<file path="config.mk">
export PLATFORM = sky130hd
export DESIGN_NAME = fetch_pc_ctrl_flat
export DESIGN_NICKNAME = d
export VERILOG_FILES = /design/src/rtl/fetch_pc_ctrl_if.sv /design/src/rtl/fetch_pc_ctrl.sv /design/src/flat_wrapper.sv
export SDC_FILE = /design/constraint.sdc
export NUM_CORES = 1
export LEC_CHECK = 0
export CAP_MARGIN = 25
export CORE_MARGIN = 5
export CORE_UTILIZATION = 25
export CTS_CLUSTER_DIAMETER = 50
export CTS_CLUSTER_SIZE = 20
export DETAILED_ROUTE_END_ITERATION = 8
export PLACE_DENSITY_LB_ADDON = 0.3
export SLEW_MARGIN = 25
export SYNTH_ARGS = -nofsm -noshare
export SYNTH_HDL_FRONTEND = slang
export SYNTH_SLANG_ARGS = --single-unit
</file>
<file path="constraint.sdc">
create_clock -name CLK -period 3.14 [get_ports CLK]
set_clock_uncertainty 0.1 [all_clocks]
set_input_delay 0.314 -clock CLK [delete_from_list [all_inputs] [get_ports CLK]]
set_output_delay 0.314 -clock CLK [all_outputs]
set_load 0.05 [all_outputs]
</file>
<file path="src/rtl/fetch_pc_ctrl_if.sv">
// -----------------------------------------------------------------------------
// fetch_pc_ctrl_if
// Bundles the branch predictor <-> fetch PC controller signals.
//   Predictor -> fetch : if_prediction, if_PBT, id_jump_in_bht,
//                        exe_correction, exe_PBT, exe_CNI
//   Fetch -> predictor : if_PC (tag lookup), ISR_running (tag match qualifier)
// Modports:
//   master : predictor side
//   slave  : fetch PC controller side
// -----------------------------------------------------------------------------
interface fetch_pc_ctrl_if;
  logic        if_prediction;
  logic [10:0] if_PBT;
  logic        id_jump_in_bht;
  logic [1:0]  exe_correction;
  logic [10:0] exe_PBT;
  logic [10:0] exe_CNI;
  logic [10:0] if_PC;
  logic        ISR_running;

  modport master (
    output if_prediction, if_PBT, id_jump_in_bht, exe_correction, exe_PBT, exe_CNI,
    input  if_PC, ISR_running
  );

  modport slave (
    input  if_prediction, if_PBT, id_jump_in_bht, exe_correction, exe_PBT, exe_CNI,
    output if_PC, ISR_running
  );
endinterface

</file>
<file path="src/rtl/fetch_pc_ctrl.sv">
// -----------------------------------------------------------------------------
// fetch_pc_ctrl
// Owns the 11-bit (halfword) fetch PC. Each unstalled cycle it selects the next
// PC, in priority order, from: EXE misprediction correction (live or pending),
// interrupt return, interrupt entry, un-predicted ID jump, IF prediction, and
// the sequential increment. Generates the pipeline squash strobes and the
// ISR_running flag.
//
// Ports:
//   CLK, nrst         clock, asynchronous active-low reset
//   en                global enable, 0 freezes all state
//   stall             pipeline stall, holds PC/FSM, latches EXE corrections
//   if_is_compressed  instruction at if_PC is 16-bit (advance by 1 halfword)
//   id_is_jump, id_branchtarget  jump decoded in ID and its target
//   isr_req, isr_ret  interrupt request (level) / return decoded in ID
//   bp (slave)        predictor interface, also carries if_PC and ISR_running
//   squash_if/_id     kill the instruction in IF/ID resp. ID/EXE (this cycle)
//   redirect_src      source selected this cycle (0 seq, 1 corr, 2 ret,
//                     3 isr entry, 4 ID jump, 5 prediction)
// Optional (macro FETCH_PC_PERF_EN): mispredict_cnt, redirect_cnt saturating
// 16-bit counters of applied corrections and of applied other redirects.
// -----------------------------------------------------------------------------
module fetch_pc_ctrl #(
  parameter logic [10:0] RESET_PC   = 11'h000,
  parameter logic [10:0] ISR_VECTOR = 11'h100
) (
  input  logic                 CLK,
  input  logic                 nrst,
  input  logic                 en,
  input  logic                 stall,
  input  logic                 if_is_compressed,
  input  logic                 id_is_jump,
  input  logic [10:0]          id_branchtarget,
  input  logic                 isr_req,
  input  logic                 isr_ret,
  fetch_pc_ctrl_if.slave       bp,
  output logic                 squash_if,
  output logic                 squash_id,
  output logic [2:0]           redirect_src
`ifdef FETCH_PC_PERF_EN
  ,
  output logic [15:0]          mispredict_cnt,
  output logic [15:0]          redirect_cnt
`endif
);

  typedef enum logic [0:0] {
    ST_RUN    = 1'b0,
    ST_FLUSH2 = 1'b1
  } state_t;

  state_t      state_r, state_nxt_s;
  logic [10:0] if_pc_r, if_pc_nxt_s;
  logic        isr_running_r, isr_running_nxt_s;
  logic [10:0] saved_pc_r, saved_pc_nxt_s;
  logic        pend_v_r, pend_v_nxt_s;
  logic [10:0] pend_pc_r, pend_pc_nxt_s;
  logic [10:0] seq_pc_s;
  logic [10:0] corr_pc_s;
  logic        squash_if_s, squash_id_s;
  logic [2:0]  src_s;
  logic        p1_apply_s;
  logic        other_apply_s;

  // Next-PC selection, FSM next state and squash/debug outputs
  always_comb begin
    state_nxt_s       = state_r;
    if_pc_nxt_s       = if_pc_r;
    isr_running_nxt_s = isr_running_r;
    saved_pc_nxt_s    = saved_pc_r;
    pend_v_nxt_s      = pend_v_r;
    pend_pc_nxt_s     = pend_pc_r;
    squash_if_s       = 1'b0;
    squash_id_s       = 1'b0;
    src_s             = 3'd0;
    p1_apply_s        = 1'b0;
    other_apply_s     = 1'b0;
    // 11-bit add wraps 7FF+1 to 000 naturally
    seq_pc_s          = if_pc_r + (if_is_compressed ? 11'd1 : 11'd2);
    corr_pc_s         = bp.exe_correction[0] ? bp.exe_PBT : bp.exe_CNI;

    if (!en) begin
      // everything holds
      state_nxt_s = state_r;
    end else if (stall) begin
      // a correction seen while stalled is remembered; newest one wins
      if (bp.exe_correction[1]) begin
        pend_v_nxt_s  = 1'b1;
        pend_pc_nxt_s = corr_pc_s;
      end else begin
        pend_v_nxt_s  = pend_v_r;
      end
    end else if (bp.exe_correction[1] || pend_v_r) begin
      // a live correction is newer than a pending one, so it takes precedence
      if_pc_nxt_s  = bp.exe_correction[1] ? corr_pc_s : pend_pc_r;
      pend_v_nxt_s = 1'b0;
      squash_if_s  = 1'b1;
      squash_id_s  = 1'b1;
      src_s        = 3'd1;
      p1_apply_s   = 1'b1;
      state_nxt_s  = ST_FLUSH2;
    end else if (state_r == ST_FLUSH2) begin
      // second flush cycle: only a correction may redirect, all else deferred
      if_pc_nxt_s = seq_pc_s;
      squash_if_s = 1'b1;
      squash_id_s = 1'b1;
      state_nxt_s = ST_RUN;
    end else if (isr_ret && isr_running_r) begin
      if_pc_nxt_s       = saved_pc_r;
      isr_running_nxt_s = 1'b0;
      squash_if_s       = 1'b1;
      src_s             = 3'd2;
      other_apply_s     = 1'b1;
    end else if (isr_req && !isr_running_r) begin
      if_pc_nxt_s       = ISR_VECTOR;
      saved_pc_nxt_s    = if_pc_r;
      isr_running_nxt_s = 1'b1;
      squash_if_s       = 1'b1;
      src_s             = 3'd3;
      other_apply_s     = 1'b1;
    end else if (id_is_jump && !bp.id_jump_in_bht) begin
      if_pc_nxt_s   = id_branchtarget;
      squash_if_s   = 1'b1;
      src_s         = 3'd4;
      other_apply_s = 1'b1;
    end else if (bp.if_prediction) begin
      if_pc_nxt_s   = bp.if_PBT;
      src_s         = 3'd5;
      other_apply_s = 1'b1;
    end else begin
      if_pc_nxt_s = seq_pc_s;
    end
  end

  // State registers: PC, FSM, ISR context and pending correction
  always_ff @(posedge CLK or negedge nrst) begin
    if (!nrst) begin
      state_r       <= ST_RUN;
      if_pc_r       <= RESET_PC;
      isr_running_r <= 1'b0;
      saved_pc_r    <= 11'h000;
      pend_v_r      <= 1'b0;
      pend_pc_r     <= 11'h000;
    end else begin
      state_r       <= state_nxt_s;
      if_pc_r       <= if_pc_nxt_s;
      isr_running_r <= isr_running_nxt_s;
      saved_pc_r    <= saved_pc_nxt_s;
      pend_v_r      <= pend_v_nxt_s;
      pend_pc_r     <= pend_pc_nxt_s;
    end
  end

  assign bp.if_PC       = if_pc_r;
  assign bp.ISR_running = isr_running_r;
  assign squash_if      = squash_if_s;
  assign squash_id      = squash_id_s;
  assign redirect_src   = src_s;

`ifdef FETCH_PC_PERF_EN
  logic [15:0] mis_cnt_r;
  logic [15:0] red_cnt_r;

  // Saturating performance counters; apply strobes are already gated by en/stall
  always_ff @(posedge CLK or negedge nrst) begin
    if (!nrst) begin
      mis_cnt_r <= 16'h0000;
      red_cnt_r <= 16'h0000;
    end else begin
      if (p1_apply_s && (mis_cnt_r != 16'hFFFF)) begin
        mis_cnt_r <= mis_cnt_r + 16'd1;
      end else begin
        mis_cnt_r <= mis_cnt_r;
      end
      if (other_apply_s && (red_cnt_r != 16'hFFFF)) begin
        red_cnt_r <= red_cnt_r + 16'd1;
      end else begin
        red_cnt_r <= red_cnt_r;
      end
    end
  end

  assign mispredict_cnt = mis_cnt_r;
  assign redirect_cnt   = red_cnt_r;
`else
  logic unused_apply_s;
  assign unused_apply_s = p1_apply_s ^ other_apply_s;
`endif

endmodule

</file>
<file path="src/flat_wrapper.sv">
// flat-port wrapper written by rule: the top's interface ports become plain ports
module fetch_pc_ctrl_flat 
#(
  parameter logic [10:0] RESET_PC   = 11'h000,
  parameter logic [10:0] ISR_VECTOR = 11'h100
)
  (CLK, nrst, en, stall, if_is_compressed, id_is_jump, id_branchtarget, isr_req, isr_ret, squash_if, squash_id, redirect_src, bp_if_prediction, bp_if_PBT, bp_id_jump_in_bht, bp_exe_correction, bp_exe_PBT, bp_exe_CNI, bp_if_PC, bp_ISR_running);
  fetch_pc_ctrl_if bp_i ();
  input  logic CLK;
  input  logic nrst;
  input  logic en;
  input  logic stall;
  input  logic if_is_compressed;
  input  logic id_is_jump;
  input  logic [10:0] id_branchtarget;
  input  logic isr_req;
  input  logic isr_ret;
  output logic squash_if;
  output logic squash_id;
  output logic [2:0] redirect_src;
  input wire logic [$bits(bp_i.if_prediction)-1:0] bp_if_prediction;
  input wire logic [$bits(bp_i.if_PBT)-1:0] bp_if_PBT;
  input wire logic [$bits(bp_i.id_jump_in_bht)-1:0] bp_id_jump_in_bht;
  input wire logic [$bits(bp_i.exe_correction)-1:0] bp_exe_correction;
  input wire logic [$bits(bp_i.exe_PBT)-1:0] bp_exe_PBT;
  input wire logic [$bits(bp_i.exe_CNI)-1:0] bp_exe_CNI;
  output wire logic [$bits(bp_i.if_PC)-1:0] bp_if_PC;
  output wire logic [$bits(bp_i.ISR_running)-1:0] bp_ISR_running;
  assign bp_i.if_prediction = bp_if_prediction;
  assign bp_i.if_PBT = bp_if_PBT;
  assign bp_i.id_jump_in_bht = bp_id_jump_in_bht;
  assign bp_i.exe_correction = bp_exe_correction;
  assign bp_i.exe_PBT = bp_exe_PBT;
  assign bp_i.exe_CNI = bp_exe_CNI;
  assign bp_if_PC = bp_i.if_PC;
  assign bp_ISR_running = bp_i.ISR_running;
  fetch_pc_ctrl #(.RESET_PC(RESET_PC), .ISR_VECTOR(ISR_VECTOR)) u_core (.CLK(CLK), .nrst(nrst), .en(en), .stall(stall), .if_is_compressed(if_is_compressed), .id_is_jump(id_is_jump), .id_branchtarget(id_branchtarget), .isr_req(isr_req), .isr_ret(isr_ret), .bp(bp_i), .squash_if(squash_if), .squash_id(squash_id), .redirect_src(redirect_src));
endmodule
</file>
==> metrics.csv <==
stage;metric;value;unit
sta;Peak Freq;398.4;MHz
die;Die ar.;11390;um2
clock_network;count of clock tree sinks;36;
pwr;Cell Pwr Density;471.4;nW/um2
synth;Synth top area share;38.50;%
clock_network;CTS root buf;clkbuf_8;
setup_path;Critical path origin;u_core.pend_v_r;
global_route;first-pass GRT wire length;11650;um
route;drt first pass iters;4;
synth;number of synthesized flops with an enable pin;0;
clock_network;clk_lat worst skew;0.28;ns
clock_network;post-CTS sizing;0;
die;Die Y-Extent;106.7;um
pwr;Pleak;0.001368;uW
pwr;Tot Pwr;1555;uW
route;Via density;5.054;
synth;Seq cells post-synth;36;
synth;Synth top cells by count;dfrtp_1 (36), nand2_1 (32), a21oi_1 (31), mux2_2 (22), o21ai_0 (19);
global_route;M2 GR Usage;22.75;%
synth;top-count cell post-synth;dfrtp_1;
sta;Tmin final;2.510;ns
clock_network;CTS tree;built;
setup_path;Reg2Reg Setup Slack;0.68;ns
clock_network;Clock transition at path regs;0.07;ns
final_layout;number of diodes;0;
synth;Synth Flop Type;dfrtp_1;
route;antenna-violating nets left;0;
setup_path;R2R Path End;u_core.bp.if_PC[6];
die;I/O pin cnt;73;
sta;Worst slew margin;60.30;%
synth;Yosys cell types;46;
route;Routed WL;7269;um
route;Avg WL per Cell;16.41;um
place;GPL Wtd Cong;0.8329;
setup_path;Setup crit start kind;flip-flop;
synth;Yosys top cell by area;dfrtp_1;
setup_path;CP endpoint kind;primary output;
final_layout;nets;391;
synth;syn_nets;323;
clock_network;H-tree depth;2;
sta;Final Cycle Share;79.94;%
synth;syn_area_per_cell;8.863;um2
die;Die X-Extent;106.7;um
global_route;met3 Use GR;2.890;%
route;1st-iter DRT viols;165;
global_route;total track usage;12.90;%
synth;Area contributors post-synth;dfrtp_1 (39%), mux2_2 (11%), a21oi_1 (6.6%), nand2_1 (5.1%), o21ai_0 (4.1%);
setup_path;Setup crit end;redirect_src[1];
synth;Ys Warns;0;
pwr;Max rail drop VDD;0.0001683;V
clock_network;Post-CTS Setup Bufs;0;
sta;Setup TNS;0;ns
sta;fin. max-slew vios;0;
global_route;largest net degree at the start of global routing;37;
final_layout;Area Growth Syn to Fin;40.96;%
min_path;Hold Crit Class;in -> async;
route;via count;2239;
route;DRC viols;0;
die;core area;9196;um2
synth;post-synthesis sequential area ratio;38.50;%
clock_network;clk buf depth;2;
setup_path;CP Max Fanout;16;
sta;worst-margin pin slew;0.5936;ns
setup_path;RR Startpoint;u_core.bp.ISR_running;
synth;Mapped Cells;264;
global_route;vias in the first global route;2260;
setup_path;critical path class;reg -> out;
setup_path;critical path required time;2.73;ns
run;Max-cap violations;0;
global_route;initial antenna violation count;0;
global_route;gr ovfl total;0;
sta;unrepaired setup endpoints after global routing;no;
global_route;gr busiest metal;met2;
clock_network;CTS buffer count;5;
final_layout;share of cells above drive strength 1;13.86;%
sta;Final Hold Vio Count;0;
setup_path;worst reg-to-reg path cell count;5;
setup_path;Crit path arrival time;2.10;ns
sta;final setup vio count;0;
clock_network;# hold bufs at CTS;0;
die;Initial Util;25.44;%
synth;Async SR Flop Fraction;100.0;%
die;Rows;35;
global_route;met1 Resource Use GR;15.93;%
place;placed insts;436;
final_layout;fillers;943;
synth;Synth Cell Area;2340;um2
run_status;status;finished clean;
final_layout;final std cells w/o fill;443;
place;DP Wirelength;5589;um
place;number of port buffers;72;
==> cell families after synthesis <==
family	Yosys count	synth area share (%)
AOI/OAI and AO/OA	76	19.89
muxes	30	14.22
and+or+nand+nor	93	19.89
buffers and inverters	21	3.690
DFF	36	38.50
xor gates and xnor gates	5	1.872
adders and majority gates	3	1.925
==> registers in the layout (all words and copies together), names as in the netlist <==
name	count
u_core.saved_pc_r	11
u_core.state_r	1
u_core.pend_v_r	1
u_core.pend_pc_r	11
u_core.bp.ISR_running	1
u_core.bp.if_PC	11
==> worst min path at each step <==
stage	cells after the start	startpoint	to
floorplan	0	nrst	u_core.bp.ISR_running
global placement	2	u_core.pend_pc_r[10]	u_core.pend_pc_r[10]
detailed placement	2	u_core.pend_pc_r[5]	u_core.pend_pc_r[5]
CTS	2	nrst	u_core.pend_pc_r[4]
global route	2	nrst	u_core.pend_pc_r[4]
finish	2	nrst	u_core.pend_pc_r[4]
==> final cells by class <==
cell class	count	area, um2	share of cell area (%)
Timing Repair Buffer	79	798.3	24.20
Tap cell	111	138.9	4.211
Inverter	3	11.26	0.3414
Sequential cell	36	900.9	27.31
Multi-Input combinational cell	207	1353	41.01
Clock buffer	7	96.34	2.921
==> metrics by stage <==
stage | cell area, um2 | setup slack, ns | hold WS (ns) | utilization (%)
floorplan | 2340 | 0.8906 | -0.08159 | -
global placement | 3202 | 0.4800 | 0.3650 | 34.82
detailed placement | 3202 | 0.4262 | 0.3766 | 34.82
CTS | 3298 | 0.6192 | 0.3743 | 35.86
global route | 3298 | 0.5305 | 0.4223 | 35.86
finish | 3298 | 0.6299 | 0.3621 | 35.86
==> cells in the final DEF (no fill, tap or decap), types with 2 or more instances in the layout <==
master,instances
xor2_1,4
o211ai_1,2
nand3_1,17
nand2_1,32
nor2b_1,2
a211oi_1,2
a31oi_1,4
ha_1,2
clkdlybuf4s50_1,67
or4_1,2
nand4_1,4
inv_1,3
clkbuf_8,7
buf_4,9
a21oi_1,31
nor2_1,13
nor3_1,3
a221oi_1,4
dfrtp_1,36
mux2i_1,7
and3_1,9
o22ai_1,2
o21ai_0,19
o221ai_1,3
or3_1,2
buf_12,3
mux2_2,22
nand2b_1,3
==> report_power, final <==
| group | internal [uW] | switching, uW | total, uW |
|---|---|---|---|
| Clock | 195 | 158 | 353 |
| Sequential | 540 | 104 | 644 |
| Combinational | 242 | 316 | 558 |
| Total | 977 | 578 | 1550 |
==> layer usage <==
metal,share of wire (%),wire length [um]
met4,1.0,74
met3,4.1,300
met5,0,0
met2,53,3833
met1,42,3061
==> critical path, cell delays in order (launching register included) <==
cell and delay [ns]:
dfrtp_1 0.58, nor3_1 0.49, nand2_1 0.26, nor2_1 0.31, buf_12 0.18
Power figures use the tool's default switching activity.
